--- config.mk ---
export PLATFORM = sky130hd
export DESIGN_NAME = dpram_stream_reader
export DESIGN_NICKNAME = d
export VERILOG_FILES = /design/src/rtl/dpram_stream_pkg.sv /design/src/rtl/dpram_stream_reader_skid.sv /design/src/rtl/dpram_stream_reader.sv
export SDC_FILE = /design/constraint.sdc
export NUM_CORES = 1
export LEC_CHECK = 0
export ABC_AREA = 1
export BUFFER_PORTS_ARGS = -buffer_cell sky130_fd_sc_hd__buf_2
export CAP_MARGIN = 10
export CORE_MARGIN = 2
export CORE_UTILIZATION = 55
export DETAILED_ROUTE_END_ITERATION = 10
export GPL_ROUTABILITY_DRIVEN = 0
export GPL_TIMING_DRIVEN = 0
export PLACE_DENSITY_LB_ADDON = 0.12
export SETUP_SLACK_MARGIN = 0.2
export SKIP_CTS_REPAIR_TIMING = 1
export SYNTH_ARGS = -nofsm -noshare
export SYNTH_HDL_FRONTEND = slang
export SYNTH_SLANG_ARGS = --single-unit
--- constraint.sdc ---
create_clock -name clk -period 3.6 [get_ports clk]
set_clock_uncertainty 0.05 [all_clocks]
set_input_delay 0.36 -clock clk [delete_from_list [all_inputs] [get_ports clk]]
set_output_delay 0.36 -clock clk [all_outputs]
set_load 0.01 [all_outputs]
--- src/rtl/dpram_stream_pkg.sv ---
// dpram_stream_pkg: shared types and constants for the dual-port RAM stream reader.
package dpram_stream_pkg;
  typedef enum logic [1:0] {RD_IDLE, RD_READ, RD_DRAIN} rd_state_t;
  localparam int SKID_DEPTH = 2;
endpackage

--- src/rtl/dpram_stream_reader_skid.sv ---
// skid_fifo2: two-entry FIFO that absorbs the RAM read latency under backpressure.
module skid_fifo2
  import dpram_stream_pkg::*;
#(
  parameter int width = 1
) (
  input  logic             clk,
  input  logic             reset_n,
  input  logic             push,
  input  logic [width-1:0] din,
  input  logic             pop,
  output logic [width-1:0] dout,
  output logic             full,
  output logic             empty,
  output logic [1:0]       level
);
  logic [width-1:0] e0, e1;
  logic [1:0] cnt;
  logic do_pop, do_push;
  assign do_pop = pop && cnt != 2'd0;
  assign do_push = push && (!full || do_pop);
  assign full = cnt == 2'(SKID_DEPTH);
  assign empty = cnt == 2'd0;
  assign level = cnt;
  assign dout = e0;
  always_ff @(posedge clk or negedge reset_n) begin
    if (!reset_n) begin
      e0 <= '0;
      e1 <= '0;
      cnt <= 2'd0;
    end else begin
      cnt <= cnt + 2'(do_push) - 2'(do_pop);
      if (do_push && (cnt == 2'd0 || (cnt == 2'd1 && do_pop))) e0 <= din;
      else if (do_pop && cnt == 2'd2) e0 <= e1;
      if (do_push && ((cnt == 2'd1 && !do_pop) || (cnt == 2'd2 && do_pop))) e1 <= din;
    end
  end
endmodule

--- src/rtl/dpram_stream_reader.sv ---
// dpram_stream_reader: streams a wrapping run of RAM words out as valid/ready beats.
module dpram_stream_reader
  import dpram_stream_pkg::*;
#(
  parameter int words = 8,
  parameter int width = 1,
  localparam int addr_bits = $clog2(words)
) (
  input  logic                 clk,
  input  logic                 reset_n,
  input  logic                 start,
  input  logic [addr_bits-1:0] base_addr,
  input  logic [addr_bits:0]   count,
  output logic                 busy,
  output logic                 done,
  output logic [addr_bits-1:0] ram_addr,
  output logic                 ram_wr_en,
  output logic [width-1:0]     ram_wdata,
  input  logic [width-1:0]     ram_q,
  output logic                 out_valid,
  output logic [width-1:0]     out_data,
  output logic                 out_last,
  input  logic                 out_ready
);
  localparam logic [addr_bits:0] one = 1;
  localparam logic [addr_bits-1:0] top_addr = addr_bits'(words - 1);
  rd_state_t state;
  logic [addr_bits-1:0] ptr, addr_q, cur_ptr;
  logic [addr_bits:0] rem, cur_rem;
  logic inflight, inflight_last, issue, pop, room, idle, empty, full;
  logic [width:0] head;
  logic [1:0] level;
  // The first read goes out in the start cycle so data appears two cycles later.
  assign idle = state == RD_IDLE;
  assign cur_ptr = idle ? base_addr : ptr;
  assign cur_rem = idle ? count : rem;
  assign pop = out_valid && out_ready;
  assign room = int'(level) + int'(inflight) < SKID_DEPTH + int'(pop);
  assign issue = room && (idle ? start && count != '0 : state == RD_READ);
  assign ram_addr = issue ? cur_ptr : addr_q;
  assign ram_wr_en = 1'b0;
  assign ram_wdata = '0;
  assign out_valid = !empty;
  assign out_data = head[width-1:0];
  assign out_last = head[width] && !empty;
  skid_fifo2 #(.width(width + 1)) u_skid (
    .clk(clk),
    .reset_n(reset_n),
    .push(inflight),
    .din({inflight_last, ram_q}),
    .pop(pop),
    .dout(head),
    .full(full),
    .empty(empty),
    .level(level)
  );
  always_ff @(posedge clk or negedge reset_n) begin
    if (!reset_n) begin
      state <= RD_IDLE;
      ptr <= '0;
      rem <= '0;
      addr_q <= '0;
      inflight <= 1'b0;
      inflight_last <= 1'b0;
      busy <= 1'b0;
      done <= 1'b0;
    end else begin
      addr_q <= ram_addr;
      inflight <= issue;
      inflight_last <= issue && cur_rem == one;
      done <= (idle && start && count == '0) || (state == RD_DRAIN && pop && out_last);
      if (issue) begin
        ptr <= cur_ptr == top_addr ? '0 : cur_ptr + 1'b1;
        rem <= cur_rem - one;
        state <= cur_rem == one ? RD_DRAIN : RD_READ;
        busy <= 1'b1;
      end
      if (state == RD_DRAIN && pop && out_last) begin
        state <= RD_IDLE;
        busy <= 1'b0;
      end
    end
  end
endmodule

# Yosys cells after proc, flatten, opt, wreduce, memory -nomap -nowiden
# Index checks and enable logic that the tools add are counted.
# W data, S select, Z words.
[totals]
ff_bits = 22
input_bits = 12
out_inout_bits = 10
word_cells = 66
[op_classes]
addsub = 6
magnitude_cmp = 1
n_eq_ne = 6
n_mux = 12
n_reduce_logical = 30
[op_table]
columns = ["operator", "n"]
rows = [
  ["$logic_and A1 B1 Y1", 16],
  ["$mux W2", 5],
  ["$mux W3", 3],
  ["$reduce_bool A2 Y1", 3],
  ["$eq A2 B1 Y1 const B", 2],
  ["$eq A2 B2 Y1 const B", 2],
  ["$eq A4 B1 Y1 const B", 1],
  ["$logic_not A2 Y1", 2],
  ["$logic_not A4 Y1", 1],
  ["$logic_or A1 B1 Y1", 4],
  ["$mux W4", 1],
  ["$reduce_bool A4 Y1", 1],
  ["$sub A4 B1 Y4 const B", 1],
  ["$add A2 B1 Y3", 1],
  ["$add A2 B1 Y3 const A", 1],
  ["$add A3 B1 Y3 const B", 1],
  ["$eq A3 B3 Y1 const B", 1],
  ["$logic_not A1 Y1", 3],
  ["$lt A3 B3 Y1", 1],
  ["$mux W1", 3],
  ["$add A2 B1 Y2", 1],
  ["$sub A2 B1 Y2", 1],
]

# Longest topological paths before layout
# Gate-level depths: netlist of run 1.
[logic_depth]
depth_word = 8
depth_mapped = 9
mapped_depth_nobuf = 9

# Modules after synthesis
# From an unflattened synthesis of run 1, not the netlist that was laid out.
[unflattened]
cells_unflattened = 159
hier_area_um2 = 1275.0
[modules_own_cells]
columns = ["mod", "instances", "cells_each", "area_per_inst_um2", "seq_area_each_um2"]
rows = [
  ["dpram_stream_reader", 1, 114, 919.6, 400.4],
  ["skid_fifo2", 1, 45, 355.3, 150.1],
]

# Worst setup path before layout of run 1
# OpenSTA, ideal clock, no wires.
[synth_path]
path_type = "flip-flop to output port"
startpoint = "register inflight"
endpoint = "output ram_addr[0]"
arrival_time_ns = 1.364
required_ns = 3.190
path_slack_ns = 1.826
stages_incl_launch_ff = 8
n_path_buf = 1
path_cell_list = "dfrtp_1 > ha_1 > ha_1 > nand2_2 > nand3_4 > buf_6 > nand2_1 > nand2_1"
[synth_via]
elab_chain_cells = 4
[synth_rtl]
columns = ["item", "line_no", "text"]
rows = [
  ["start, declared", "dpram_stream_reader.sv:30", "logic inflight, inflight_last, issue, pop, room, idle, empty, full;"],
  ["start signal, assigned", "dpram_stream_reader.sv:69", "inflight <= issue;"],
  ["$add A2 B1 Y3", "dpram_stream_reader.sv:38", "assign room = int'(level) + int'(inflight) < SKID_DEPTH + int'(pop);"],
  ["$lt A3 B3 Y1", "dpram_stream_reader.sv:38", ""],
  ["$logic_and A1 B1 Y1", "dpram_stream_reader.sv:39", "assign issue = room && (idle ? start && count != '0 : state == RD_READ);"],
  ["$mux W3", "dpram_stream_reader.sv:40", "assign ram_addr = issue ? cur_ptr : addr_q;"],
  ["end, declared", "dpram_stream_reader.sv:16", "output logic [addr_bits-1:0] ram_addr,"],
]
# No other way between the ends.

# Worst setup path in the final report of run 1
[layout_path]
startpoint = "register u_skid.cnt[0] (netlist: u_skid.level[0])"
endpoint = "output ram_addr[1]"
[layout_via]
elab_chain_cells = 7
[layout_rtl]
columns = ["item", "line_no", "text"]
rows = [
  ["start, declared", "dpram_stream_reader_skid.sv:18", "logic [1:0] cnt;"],
  ["start signal, assigned", "dpram_stream_reader_skid.sv:32", "cnt <= cnt + 2'(do_push) - 2'(do_pop);"],
  ["$logic_not A2 Y1", "dpram_stream_reader_skid.sv:23", "assign empty = cnt == 2'd0;"],
  ["$logic_not A1 Y1", "dpram_stream_reader.sv:43", "assign out_valid = !empty;"],
  ["$logic_and A1 B1 Y1", "dpram_stream_reader.sv:37", "assign pop = out_valid && out_ready;"],
  ["$add A2 B1 Y3", "dpram_stream_reader.sv:38", ""],
  ["$lt A3 B3 Y1 (*)", "dpram_stream_reader.sv:38", ""],
  ["$logic_and A1 B1 Y1 (*)", "dpram_stream_reader.sv:39", ""],
  ["$mux W3 (*)", "dpram_stream_reader.sv:40", ""],
]
# Every way passes the cells marked *; elsewhere a longest branch is shown, timed or not.

==> results of run 1 <==
==> power breakdown <==
| part | leakage [nW] | total (mW) | internal [mW] | switching [mW] |
|---|---|---|---|---|
| registers | 0.272 | 0.433 | 0.363 | 0.0698 |
| logic | 0.505 | 0.882 | 0.351 | 0.532 |
| clock network | 0.0279 | 0.191 | 0.113 | 0.0785 |
==> layer usage <==
| metal | vias to the layer above | global-route usage (%) | wire, um |
|---|---|---|---|
| met3 | 4 | 3.143 | 68 |
| li1 | 525 | - | - |
| met2 | 17 | 38.54 | 1319 |
| met1 | 489 | 22.69 | 989 |
| met4 | 0 | 9.402 | 24 |
| met5 | - | 0 | 0 |
==> per-stage QoR <==
stage	instances	setup WS, ps
finish	205	1283
global route	205	1113
CTS	204	1261
detailed placement	200	1621
global placement	200	1661
floorplan	153	1826
==> state kept, by name (all words and copies together), names as in the netlist <==
register,flops
rem,4
state,2
u_skid.e1,2
inflight,1
addr_q,3
busy,1
u_skid.dout,2
u_skid.level,2
done,1
inflight_last,1
ptr,3
==> logic make-up (layout without fill, tap and decap cells) <==
group / after synthesis / in the layout
compound gates: 16 / 16
simple gates: 78 / 78
buf+inv: 24 / 48
fa+ha+maj: 7 / 7
flops: 22 / 22
other cells: 1 / 2
xor+xnor: 4 / 4
==> layout by cell type (no fill, tap or decap), drive strengths merged <==
cell type | Yosys | layout
buf | 5 | 24
ha | 7 | 7
dlygate4sd3 | 0 | 1
xnor2 | 2 | 2
o22ai | 1 | 1
clkbuf | 0 | 3
xor2 | 2 | 2
dfrtp | 22 | 22
nand3 | 10 | 10
nand2 | 55 | 55
inv | 19 | 19
bufinv | 0 | 1
conb | 1 | 2
nor2 | 11 | 11
nand4 | 2 | 2
o21ai | 13 | 13
a21oi | 2 | 2
==> worst max-delay path, delay by kind of cell (launching register included) <==
family,cells,cell delay (ps)
DFF,1,470
adders and majority gates,2,390
and+or+nand+nor,4,420
buffers and inverters,2,310
==> how the worst min path moves through the flow <==
stage                                 end  slack, ps  cells past startpoint
2_1_floorplan         addr_q[0]$_DFF_PN0_         10                      0
4_1_cts          u_skid.e1[1]$_DFFE_PN0P_        -50                      1
3_3_place_gp    u_skid.level[0]$_DFF_PN0_        310                      1
3_5_place_dp    u_skid.level[0]$_DFF_PN0_        310                      1
5_1_grt        u_skid.dout[0]$_DFFE_PN0P_        250                      3
6_report       u_skid.dout[0]$_DFFE_PN0P_        240                      3
==> layout make-up <==
class                           count  area (um^2)
Fill cell                         191        728.2
Multi-Input combinational cell    107        620.6
Sequential cell                    22        550.5
Timing Repair Buffer               20        105.1
Inverter                           19        71.32
Buffer                              5        48.80
Tap cell                           28        35.03
Clock inverter                      1        30.03
Clock buffer                        3        22.52
==> qor.yml, run 1 <==
run_status:
  outcome: "finished clean"
logic_synthesis:
  async_reset_ff_share_pct: 100.0
  synth_area_per_cell_um2: 8.470
  muxShareOfSynthArea_pct: 0
  synth.top_cells.by_count: "49 x nand2_1, 22 x dfrtp_1, 15 x inv_1"
  ys_types: 24
  ys_warn_count: 0
  yosys.area.top_type_share_pct: 42.76
  yosys.area.top_type: "dfrtp_1"
  synth_seq_cells: 22
  synth_ff_type: "dfrtp_1"
  synth-edff-count: 0
  yosysMostFrequentCell: "nand2_1"
  synth_top_family_by_area: "simple AND/OR/NAND/NOR gates"
  synth-xor-area-share_pct: 2.721
  synth-compound-area-share_pct: 8.941
  ys_top_cells_by_area: "dfrtp_1 43%, nand2_1 14%, ha_1 6.8%"
  synth_adder_area_share_pct: 6.803
  synth_seq_area_share_pct: 42.76
  synth-simple-area-share_pct: 29.15
  syn_area_mm2: 0.001287
  synth_cells: 152
power_and_ir_drop:
  p_leak_nw: 0.8052
  vdd_ir_drop_max_v: 0.0006203
  p_total_mw: 1.506
  powerDensity_mw_per_mm2: 1015
grt:
  grt_pass1_wl_mm: 4.133
  grt_pass1_vias: 1037
  grt_max_degree: 23
  grt_use_total_pct: 20.69
  gr-total-overflow: 0
  antenna_found_initial: 0
routing:
  drtPass1Iterations: 4
  drt_iter0_drc: 9
  routed_wl_mm: 2.401
  wl_per_cell_um: 11.71
  dr_total_vias: 1035
  routed_via_density: 5.049
  drc: 0
  ant_nets: 0
floorplan:
  dieHeight_um: 52.38
  dieArea_mm2: 0.002744
  initial_core_util_pct: 58.20
  ios: 22
  core_area_mm2: 0.002212
  rows: 17
  die_x_um: 52.38
placement:
  io_buffers: 19
  place_area_mm2: 0.001421
  place.detailed.hpwl_mm: 1.863
setup_path:
  cp_data_required_time_ps: 3190
  crit_start: "u_skid.level[0]$_DFF_PN0_"
  timing.rr.start: "u_skid.level[0]$_DFF_PN0_"
  r2r_cells: 7
  critical_path_class: "reg -> out"
  cpMaxStageDelayCell: "dfrtp_1"
  critPathMaxStageDelay_ps: 470
  arrival_ps: 1910
  rrSetupSlack_ps: 1930
  timing.rr.end: "u_skid.level[1]$_DFF_PN0_"
  cp-start-kind: "flip-flop"
  path_cells: "ha_1 -> ha_1 -> nor2_1 -> nand3_4 -> buf_6 -> nand2_1 -> nand2_1 -> buf_2"
  endpoint_kind: "primary output"
  critPathCapture: "ram_addr[1]"
  crit_fanout: 10
final_layout:
  area_delta_synth_final_pct: 15.26
  finalInstanceArea_mm2: 0.001484
  nets: 197
  drive_gt1_share_pct: 29.94
  final_core_util_pct: 67.08
  num_antenna_cells: 0
cts:
  clk_transition_reported_paths_ps: 130
  clock_sinks: 22
  clk_latency_ps: 310
  cts_tree: "done"
  root_buffer: "clkbuf_4"
  cts_buffers: 3
  clockBufferDepth: 2
  htree_num_levels: 1
timing:
  fmax_mhz: 431.6
  report.final.slew_viol_count: 0
  rsz0062_at_grt: "false"
  fin_crit_ps: 2317
  setup_tns_ps: 0
  finalHoldViolCount: 0
  setup_viol: 0
  finalCritPeriodShare_pct: 64.36
  fin_hold_ws_ps: 240.2
flow_run:
  drv_cap: 0
worst_hold_path:
  hold_path_startpoint: "ram_q"
  hp-class: "in -> reg"
Note: power is estimated with default switching activity, not from simulation.
==> run 2: changes to the inputs <==
ABC_AREA = 0   (was 1)
clock period = 2.2 ns   (was 3.6 ns; I/O delays follow)
==> qor.yml, run 2 <==
run_status:
  outcome: "finished with violations"  # was finished clean
  failed_checks: "setup timing"
grt:
  grt_pass1_wl_mm: 4.250  # was 4.133 mm
  antenna_found_initial: 0  # unchanged
  grt_pass1_vias: 1016  # was 1,037
  grt_use_total_pct: 21.14  # was 20.69%
  grt_max_degree: 23  # unchanged
  gr-total-overflow: 0  # unchanged
timing:
  layout_setup_ws_ps: -509.1  # was 1283 ps
  report.final.slew_viol_count: 0  # unchanged
  fin_crit_ps: 2709
  finalCritPeriodShare_pct: 123.1
  fmax_mhz: 369.1
  setup_viol: 7  # was 0
  rsz0062_at_grt: "true"  # was false
  finalHoldViolCount: 0  # unchanged
setup_path:
  critical_path_class: "reg -> out"  # unchanged
  r2r_cells: 8  # was 7
  rrSetupSlack_ps: -70  # was 1930 ps
  endpoint_kind: "primary output"  # unchanged
  cp_data_required_time_ps: 1930  # was 3190 ps
  timing.rr.start: "inflight$_DFF_PN0_"  # was u_skid.level[0]$_DFF_PN0_
  arrival_ps: 2440  # was 1910 ps
  cp-start-kind: "flip-flop"  # unchanged
  timing.rr.end: "addr_q[1]$_DFF_PN0_"  # was u_skid.level[1]$_DFF_PN0_
  crit_fanout: 7  # was 10
logic_synthesis:
  ys_top_cells_by_area: "dfrtp_1 43%, ha_1 6.8%, mux2i_1 4.7%"  # was dfrtp_1 43%, nand2_1 14%, ha_1 6.8%
  synth_seq_cells: 22  # unchanged
  yosysMostFrequentCell: "dfrtp_1"  # was nand2_1
  synth_cells: 131  # was 152
  syn_area_mm2: 0.001289  # was 0.001287 mm^2
  yosys.area.top_type_share_pct: 42.72  # was 42.76%
  yosys.area.top_type: "dfrtp_1"  # unchanged
  async_reset_ff_share_pct: 100.0  # unchanged
  synth_seq_area_share_pct: 42.72  # was 42.76%
  ys_warn_count: 0  # unchanged
  ys_types: 38  # was 24
  synth_area_per_cell_um2: 9.838  # was 8.470 um^2
  synth-edff-count: 0  # unchanged
  synth_ff_type: "dfrtp_1"  # unchanged
  synth.top_cells.by_count: "22 x dfrtp_1, 14 x nand2_1, 10 x nor2_1"  # was 49 x nand2_1, 22 x dfrtp_1, 15 x inv_1
routing:
  dr_total_vias: 1086  # was 1,035
  drt_iter0_drc: 16  # was 9
  ant_nets: 0  # unchanged
  routed_wl_mm: 2.788  # was 2.401 mm
  drc: 0  # unchanged
  routed_via_density: 5.598  # was 5.049
  drtPass1Iterations: 4  # unchanged
  wl_per_cell_um: 14.37  # was 11.71 um
floorplan:
  dieArea_mm2: 0.002746  # was 0.002744 mm^2
  die_x_um: 52.41  # was 52.38 um
  core_area_mm2: 0.002212  # unchanged
  rows: 17  # unchanged
  initial_core_util_pct: 58.26  # was 58.20%
  ios: 22  # unchanged
  dieHeight_um: 52.41  # was 52.38 um
final_layout:
  final_common_cell: "dfrtp_1"  # was nand2_1
  drive_gt1_share_pct: 40.96  # was 29.94%
  area_delta_synth_final_pct: 32.23  # was 15.26%
  top_register: "rem"  # unchanged
  final_cell_mix: "19 x dfrtp_1, 17 x buf_2, 12 x buf_4, 12 x nand2_1, 9 x inv_1"  # was 49 x nand2_1, 22 x dfrtp_1, 19 x buf_2
  n_fill_cell: 150  # was 191
  final_core_util_pct: 77.04  # was 67.08%
  stdcell_count: 194  # was 205
  largestRegisters: "rem: 4 flops, addr_q: 3 flops, ptr: 3 flops"  # unchanged
  num_antenna_cells: 0  # unchanged
  nets: 186  # was 197
  largest_reg_flops: 4  # unchanged
placement:
  place.detailed.hpwl_mm: 1.834  # was 1.863 mm
  dp.cells: 178  # was 200
  io_buffers: 18  # was 19
power_and_ir_drop:
  p_seq_share_pct: 28.3  # was 28.7%
  powerDensity_mw_per_mm2: 1584  # was 1015 mW/mm^2
  combPwrFrac_pct: 63.4  # was 58.6%
  p_clk_share_pct: 8.2  # was 12.7%
  switchingPower_mw: 1.120  # was 680.1 uW
  internal_power_mw: 1.579  # was 826.1 uW
  vdd_ir_drop_max_v: 0.001129  # was 0.0006203 V
  netSwitchingFraction_pct: 41.51  # was 45.15%
  p_leak_nw: 0.7601  # was 0.8052 nW
cts:
  clock_sinks: 22  # unchanged
  cts_buffers: 3  # unchanged
  cts_tree: "done"  # unchanged
  htree_num_levels: 1  # unchanged
  clockBufferDepth: 2  # unchanged
  clk_transition_reported_paths_ps: 120  # was 130 ps
  clk_latency_ps: 310  # about the same
  root_buffer: "clkbuf_4"  # unchanged
worst_hold_path:
  hold_depth: 3  # unchanged
  hp-class: "in -> reg"  # unchanged
  hold_path_startpoint: "start"  # was ram_q
  holdPathEnd: "done$_DFF_PN0_"  # was u_skid.dout[0]$_DFFE_PN0P_
flow_run:
  drv_cap: 0  # unchanged
run 2: metrics by stage:
stage / worst slack [ps] / setup TNS, ps / total power [mW] / hold WS (ps) / instance area, um^2
global route: -570.5 / -1944 / 2.913 / 132.7 / 1704
CTS: -597.4 / -1915 / 2.199 / -200.2 / 1470
detailed placement: -227.7 / -661.4 / 1.972 / 156.4 / 1434
floorplan: 21.04 / 0 / 1.670 / -125.6 / 1309
global placement: -180.7 / -436.8 / 1.918 / 156.7 / 1434
finish: -509.1 / -1604 / 2.699 / 104.1 / 1704
run 2: logic make-up (layout without fill, tap and decap cells):
kind of cell / count (synthesis) / count (layout) / synth area share, %
simple gates: 37 / 37 / 13.59
mux: 9 / 9 / 7.573
flops: 22 / 22 / 42.72
compound gates: 36 / 36 / 19.32
buf+inv: 17 / 51 / 8.349
xor+xnor: 2 / 2 / 1.359
fa+ha+maj: 7 / 7 / 6.796
other cells: 1 / 2 / 0.2910
run 2: worst max-delay path by stage:
stage               slack (ps)  cells after the start           to                 startpoint
floorplan                   20                      7  ram_addr[0]  u_skid.level[0]$_DFF_PN0_
global placement          -180                      8  ram_addr[1]  u_skid.level[0]$_DFF_PN0_
detailed placement        -230                      8  ram_addr[1]  u_skid.level[0]$_DFF_PN0_
CTS                       -600                      8  ram_addr[1]  u_skid.level[0]$_DFF_PN0_
global route              -570                      8  ram_addr[0]         inflight$_DFF_PN0_
finish                    -510                      8  ram_addr[1]         inflight$_DFF_PN0_
run 2: critical path: stages (launching register included):
cell,delay (ps)
dfrtp_2,450
ha_4,170
ha_4,200
a21boi_4,130
or4_4,520
buf_8,160
clkinv_8,60
mux2_4,310
buf_6,120
run 2: area by class of cell:
type / instances / area [um^2] / area share [%]
clock buffers: 4 / 36.28 / 2.129
inverters: 10 / 50.05 / 2.937
well taps: 28 / 35.03 / 2.056
plain buffers: 7 / 67.56 / 3.965
flip-flops and latches: 22 / 554.3 / 32.53
multi-input cells: 93 / 748.2 / 43.91
repair buffers: 30 / 212.7 / 12.48
run 2: per-layer routing:
layer	routed length, um	global-route usage (%)
met4	47	5.983
met5	0	0
met2	1463	37.92
met3	110	6.286
met1	1167	24.07
run 2: power groups by stage:
stage                     Sequential [mW]  Clock, mW  Combinational (mW)
after floorplan                     0.717          0               0.953
after detailed placement            0.755          0                1.22
final                               0.765      0.222                1.71
after CTS                           0.744      0.235                1.22
after global routing                0.785      0.248                1.88
after global placement              0.746          0                1.17
